[config.mk]
export PLATFORM = sky130hd
export DESIGN_NAME = sw_change_encoder
export DESIGN_NICKNAME = d
export VERILOG_FILES = /design/src/rtl/game_pkg.sv /design/src/rtl/sw_debounce.sv /design/src/rtl/sw_change_encoder.sv
export SDC_FILE = /design/constraint.sdc
export NUM_CORES = 1
export LEC_CHECK = 0
export ABC_AREA = 1
export CORE_MARGIN = 5
export CORE_UTILIZATION = 30
export DETAILED_ROUTE_END_ITERATION = 6
export PLACE_DENSITY = 0.45
export SYNTH_ARGS = -nofsm -noshare
export SYNTH_HDL_FRONTEND = slang
export SYNTH_SLANG_ARGS = --single-unit
[constraint.sdc]
create_clock -name clk -period 4.9 [get_ports clk]
set_input_delay 0.98 -clock clk [delete_from_list [all_inputs] [get_ports clk]]
set_output_delay 0.98 -clock clk [all_outputs]
set_load 0.01 [all_outputs]
[src/rtl/game_pkg.sv]
// Shared constants and types for the memory-game front end.
//   IDLE_CODE     : value on `change` when no switch index is being reported
//   SW_IDX_W      : width of a switch index
//   NUM_SW        : number of player slide switches
//   ACTION_PERIOD : core action-tick period in clk cycles (counter_max + 1)
//   out_state_t   : output hold state machine encoding
package game_pkg;

   localparam int                  SW_IDX_W      = 4;
   localparam logic [SW_IDX_W-1:0] IDLE_CODE     = 4'hF;
   localparam int                  NUM_SW        = 10;
   localparam int                  ACTION_PERIOD = 1001;

   typedef enum logic {
      IDLE = 1'b0,
      HOLD = 1'b1
   } out_state_t;

endpackage

[src/rtl/sw_debounce.sv]
// One slide switch: 2-flop synchroniser, debounce counter, stable level and
// a one-cycle registered toggle pulse on every confirmed up or down change.
//   clk    : system clock
//   reset  : synchronous active-high reset; loads the raw level everywhere so
//            a switch already up at reset produces no toggle
//   sw     : raw asynchronous switch level
//   toggle : one-cycle pulse when a new level has been confirmed
module sw_debounce #(
   parameter int DEBOUNCE_CYCLES = 20
) (
   input  logic clk,
   input  logic reset,
   input  logic sw,
   output logic toggle
);

   localparam int               CNT_W    = (DEBOUNCE_CYCLES > 1) ? $clog2(DEBOUNCE_CYCLES) : 1;
   localparam logic [CNT_W-1:0] CNT_LAST = CNT_W'(DEBOUNCE_CYCLES - 1);

   logic             sw_m;
   logic             sw_s;
   logic             stable;
   logic [CNT_W-1:0] cnt;

   always_ff @(posedge clk) begin
      if (reset) begin
         sw_m   <= sw;
         sw_s   <= sw;
         stable <= sw;
         cnt    <= '0;
         toggle <= 1'b0;
      end else begin
         sw_m   <= sw;
         sw_s   <= sw_m;
         toggle <= 1'b0;
         // Any agreeing sample restarts the count, so only an unbroken run of
         // DEBOUNCE_CYCLES differing samples confirms the new level.
         if (sw_s == stable) begin
            cnt <= '0;
         end else if (cnt == CNT_LAST) begin
            stable <= sw_s;
            cnt    <= '0;
            toggle <= 1'b1;
         end else begin
            cnt <= cnt + 1'b1;
         end
      end
   end

endmodule

[src/rtl/sw_change_encoder.sv]
// Front end for the memory-game core: debounces the player switches and
// reports each confirmed toggle as a switch index held on `change` for one
// full action-tick period, so the core samples it exactly once.
//   clk          : system clock
//   reset        : synchronous active-high reset, highest priority
//   sw           : raw switch levels
//   enable       : core input phase; low discards events and clears output
//   change       : held switch index, or IDLE_CODE
//   change_valid : high exactly when change != IDLE_CODE
//   multi_err    : one-cycle pulse when several switches confirm together
//   overflow     : sticky; a toggle was lost because the pending slot was full
//
// state | meaning
// IDLE  | change = IDLE_CODE, waiting for an event
// HOLD  | change holds an index; hold_cnt counts down to the next code/idle
module sw_change_encoder
   import game_pkg::*;
#(
   parameter int NUM_SW          = game_pkg::NUM_SW,
   parameter int DEBOUNCE_CYCLES = 20,
   parameter int HOLD_CYCLES     = ACTION_PERIOD
) (
   input  logic                clk,
   input  logic                reset,
   input  logic [NUM_SW-1:0]   sw,
   input  logic                enable,
   output logic [SW_IDX_W-1:0] change,
   output logic                change_valid,
   output logic                multi_err,
   output logic                overflow
);

   localparam int                HOLD_W    = (HOLD_CYCLES > 1) ? $clog2(HOLD_CYCLES) : 1;
   localparam logic [HOLD_W-1:0] HOLD_LOAD = HOLD_W'(HOLD_CYCLES - 1);

   logic [NUM_SW-1:0] toggle;

   for (genvar i = 0; i < NUM_SW; i++) begin : g_sw
      sw_debounce #(
         .DEBOUNCE_CYCLES(DEBOUNCE_CYCLES)
      ) u_debounce (
         .clk    (clk),
         .reset  (reset),
         .sw     (sw[i]),
         .toggle (toggle[i])
      );
   end

   // Lowest index wins: scanning downward lets the lowest set bit overwrite.
   logic [SW_IDX_W-1:0] enc_idx;
   logic                enc_any;
   logic                enc_multi;

   always_comb begin
      enc_idx = IDLE_CODE;
      for (int i = NUM_SW - 1; i >= 0; i--) begin
         if (toggle[i]) enc_idx = SW_IDX_W'(i);
      end
      enc_any   = |toggle;
      enc_multi = ($countones(toggle) > 1);
   end

   // Encoder register: sets the fixed DEBOUNCE_CYCLES+3 latency to `change`.
   logic                ev_valid;
   logic [SW_IDX_W-1:0] ev_idx;

   always_ff @(posedge clk) begin
      if (reset) begin
         ev_valid  <= 1'b0;
         ev_idx    <= IDLE_CODE;
         multi_err <= 1'b0;
      end else begin
         ev_valid  <= enc_any;
         ev_idx    <= enc_idx;
         multi_err <= enc_multi;
      end
   end

   out_state_t          state,      state_nxt;
   logic [SW_IDX_W-1:0] change_nxt;
   logic [HOLD_W-1:0]   hold_cnt,   hold_nxt;
   logic                pend_valid, pend_valid_nxt;
   logic [SW_IDX_W-1:0] pend_idx,   pend_idx_nxt;
   logic                overflow_nxt;

   always_ff @(posedge clk) begin
      if (reset) begin
         state      <= IDLE;
         change     <= IDLE_CODE;
         hold_cnt   <= '0;
         pend_valid <= 1'b0;
         pend_idx   <= IDLE_CODE;
         overflow   <= 1'b0;
      end else begin
         state      <= state_nxt;
         change     <= change_nxt;
         hold_cnt   <= hold_nxt;
         pend_valid <= pend_valid_nxt;
         pend_idx   <= pend_idx_nxt;
         overflow   <= overflow_nxt;
      end
   end

   always_comb begin
      state_nxt      = state;
      change_nxt     = change;
      hold_nxt       = hold_cnt;
      pend_valid_nxt = pend_valid;
      pend_idx_nxt   = pend_idx;
      overflow_nxt   = overflow;

      if (!enable) begin
         state_nxt      = IDLE;
         change_nxt     = IDLE_CODE;
         hold_nxt       = '0;
         pend_valid_nxt = 1'b0;
      end else begin
         case (state)
            IDLE: begin
               if (ev_valid) begin
                  change_nxt = ev_idx;
                  hold_nxt   = HOLD_LOAD;
                  state_nxt  = HOLD;
               end
            end
            HOLD: begin
               if (hold_cnt != '0) begin
                  hold_nxt = hold_cnt - 1'b1;
                  if (ev_valid) begin
                     if (!pend_valid) begin
                        pend_valid_nxt = 1'b1;
                        pend_idx_nxt   = ev_idx;
                     end else begin
                        overflow_nxt = 1'b1;
                     end
                  end
               end else if (pend_valid) begin
                  // Pending code follows with no idle gap; the slot it frees
                  // can take an event arriving on this same cycle.
                  change_nxt     = pend_idx;
                  hold_nxt       = HOLD_LOAD;
                  pend_valid_nxt = ev_valid;
                  if (ev_valid) pend_idx_nxt = ev_idx;
               end else if (ev_valid) begin
                  change_nxt = ev_idx;
                  hold_nxt   = HOLD_LOAD;
               end else begin
                  change_nxt = IDLE_CODE;
                  state_nxt  = IDLE;
               end
            end
            default: begin
               state_nxt  = IDLE;
               change_nxt = IDLE_CODE;
            end
         endcase
      end
   end

   assign change_valid = (change != IDLE_CODE);

endmodule
==> metrics.txt <==
setup slack at placement=between 1500 and 2000 ps; worst vdd ir=around 0.25 mV; Slew Limit Headroom=between 20% and 30%; syn nets=around 600; Critical Path, Cell by Cell=inv_1 -> fa_1 -> fa_1 -> fa_1 -> inv_1 -> ha_1 -> fa_1 -> xor2_1 -> nor2_1 -> a31oi_1; period utilization=62.3%; final clock skew=a little under 5 ps; IO Port Bufs=19; GPL Wtd Cong=between 0.7 and 0.8; H-tree depth=4; cts bufs inserted=17; post-synth cell types=37; synth-to-layout area growth=20.0%; Final min period=roughly 3100 ps; x dimension of the die=138 um; fmax=327 MHz; area of the die=between 0.015 and 0.02 sq mm; vias=between 3000 and 4000; post-CTS setup buffers=0; critical path required time=slightly above 5000 ps; RSZ-0062 raised after global routing=false; DR WL/cell=between 10 and 15 um; CTS Root Cell=clkbuf_16; critical path startpoint category=flip-flop; hold crit path type=flip-flop to flip-flop; GRT Overall Usage=a little over a tenth; worst-path fanout max=4; HPWL after DPL=6270 um; pin count of the biggest net entering global routing=39; Worst Setup End Kind=flip-flop; Slew @ Worst Pin=1060 ps; dominant cell type by area after synthesis=dfxtp_1; final net count=642; hold-fix buffers at CTS=0; Slew Limit Fails=0; final WL=roughly 8800 um; fillers=between 1500 and 2000; Global Route met1 Usage=12.3%; die height=~140 um; layout cells sized above 1=10.3%; Cell Rows=46; FF+latch count, synth=between 100 and 150; most used routing layer in global routing=met2; Hold Fails Final Rpt=0; CTS tree=done; io pins=20; Worst Path Arrival=between 3000 and 4000 ps; Most common cell on crit path=fa_1; clock slew at reported path FFs=roughly 50 ps; cell count after synthesis=581; vias in the first global route=3590; Mapped Area=just under 0.005 sq mm; n_diodes=0; slowest stage cell on the critical path=fa_1; CTS Buffer Depth=2; Post-CTS Resized=0; via/cell ratio=4.26; warning count from the yosys run=0; leakage=between 0.002 and 0.003 uW; Starting Density=between 30% and 40%; Max-Cap Viols=0; most area-consuming cells after synthesis=dfxtp_1 (44%), nand2_1 (10%), nor2_1 (6.5%); fin cells=838; clk sinks=approximately 120; Initial DRT Pass Iterations=5; Placed Cells=between 800 and 900; DRT antenna net count=0; # DRC=0; Synth Area per Inst=8.45 sq um; reg2reg path depth=10; setup_tns=0 ps; Setup-failing EPs final=0; Hold Path Cell Cnt=2; initial antenna violation count=0; status=finished clean; initial drt markers=around 150; sequential share of the synthesized area=roughly half; Yosys top cell area share=43.6%; critical path class=flip-flop to flip-flop; Final WS setup=approximately 1800 ps; core area=between 0.015 and 0.02 sq mm; Pwr per Cell Area=between 300 and 400 mW/mm^2; met2 usage=17.3%; met3 Use GR=under 10%; Largest stage delay, worst path=roughly 540 ps; Worst-Skew Late Latency=roughly 400 ps; first-pass GRT wire length=between 15000 and 20000 um; Overflow after GRT=0
state kept, by name, indices dropped and copies added (netlist names), 4 cells and up:
signal                  flops
g_sw.u_debounce.cnt        50
g_sw.u_debounce.stable     10
g_sw.u_debounce.sw_m       10
g_sw.u_debounce.sw_s       10
g_sw.u_debounce.toggle     10
hold_cnt                   10
change                      4
ev_idx                      4
pend_idx                    4
critical path: cells and delay by family, from the launching register on:
kind,cells,cell delay (ps)
adder cells (fa/ha/maj),5,2160
flip-flops,1,330
XOR/XNOR,1,150
buffers and inverters,2,130
AND/OR/NAND/NOR,1,80
AO/OA/AOI/OAI,1,70
metrics by stage:
| stage | power, uW | cell area [sq um] | utilization (%) | hold slack (ps) |
|---|---|---|---|---|
| 2_1_floorplan | 1100 | 4910 | - | 396 |
| 3_3_place_gp | 1120 | 5310 | 33.3 | 400 |
| 3_5_place_dp | 1130 | 5310 | 33.3 | 404 |
| 4_1_cts | 2350 | 5890 | 36.9 | 417 |
| 5_1_grt | 2410 | 5890 | 36.9 | 432 |
| 6_report | 2310 | 5890 | 36.9 | 416 |
cell usage after synthesis:
master    number
ha_1          14
o21ai_0        6
a21oi_2        1
fa_1           6
nor2_1        85
nor2_4         2
o21ai_2        2
buf_1          1
nand3_4        2
clkbuf_4       1
buf_4          1
a31oi_1        2
nor3_1         3
clkbuf_1       2
edfxtp_1      10
nand3_2        2
a211oi_2       1
inv_1         53
a21oi_1       16
nor2_2         3
nand3b_1       3
xor2_1        33
inv_2          3
nand2_4        2
nor3b_1        8
dfxtp_1      107
nor3_2         1
nor4_1         1
o21ai_1        4
buf_2          5
or2_2         13
buf_8          1
nand3_1       37
nand2_1      134
nand4_1       11
nand2_2        4
a41oi_1        1
routing by layer:
layer | wire (um) | part of all wire, %
met1 | 4160 | 47
met2 | 4130 | 47
met3 | 361 | 4.1
met4 | 114 | 1.3
met5 | 0 | 0
where the power goes:
| group | switching (uW) | internal (uW) |
|---|---|---|
| Clock | 413 | 789 |
| Combinational | 52.4 | 33.9 |
| Sequential | 18.0 | 1000 |
| Total | 484 | 1820 |
cells by family (layout without fill, tap and decap cells):
family          after synthesis  after routing  share of synthesized area, %
xor+xnor                     33             33                          5.89
simple gates                311            311                          28.8
fa+ha+maj                    20             20                          6.02
flops                       117            117                          49.8
buf+inv                      67            108                          5.63
compound gates               33             33                          3.87
area by class of cell:
type / instances / area, sq um / area share, %
Multi-Input combinational cell: 397 / 2190 / 37.2
Inverter: 56 / 210 / 3.57
Tap cell: 216 / 270 / 4.59
Sequential cell: 117 / 2440 / 41.5
Clock inverter: 7 / 95.1 / 1.61
Timing Repair Buffer: 20 / 198 / 3.36
Clock buffer: 25 / 485 / 8.24
placed cells by master (no fill, tap or decap), types with 3 or more instances in the layout:
cell and count:
a21oi_1 16, clkbuf_1 5, clkbuf_16 17, clkbuf_8 3, clkdlybuf4s50_1 19, dfxtp_1 107, edfxtp_1 10, fa_1 6
ha_1 14, inv_1 53, inv_2 3, nand2_1 134, nand2_2 4, nand3_1 37, nand3b_1 3, nand4_1 11
nor2_1 85, nor2_2 3, nor3_1 3, nor3b_1 8, o21ai_0 6, o21ai_1 4, or2_2 13, xor2_1 33
path summary, 6_finish.rpt:
path	start	end	slack [ps]
max	g_sw[0].u_debounce.toggle	multi_err	1850
min	g_sw[4].u_debounce.sw_m	g_sw[4].u_debounce.sw_s	420
max reg2reg	g_sw[0].u_debounce.toggle	multi_err	1850
min reg2reg	g_sw[4].u_debounce.sw_m	g_sw[4].u_debounce.sw_s	420
Power figures use the tool's default switching activity.
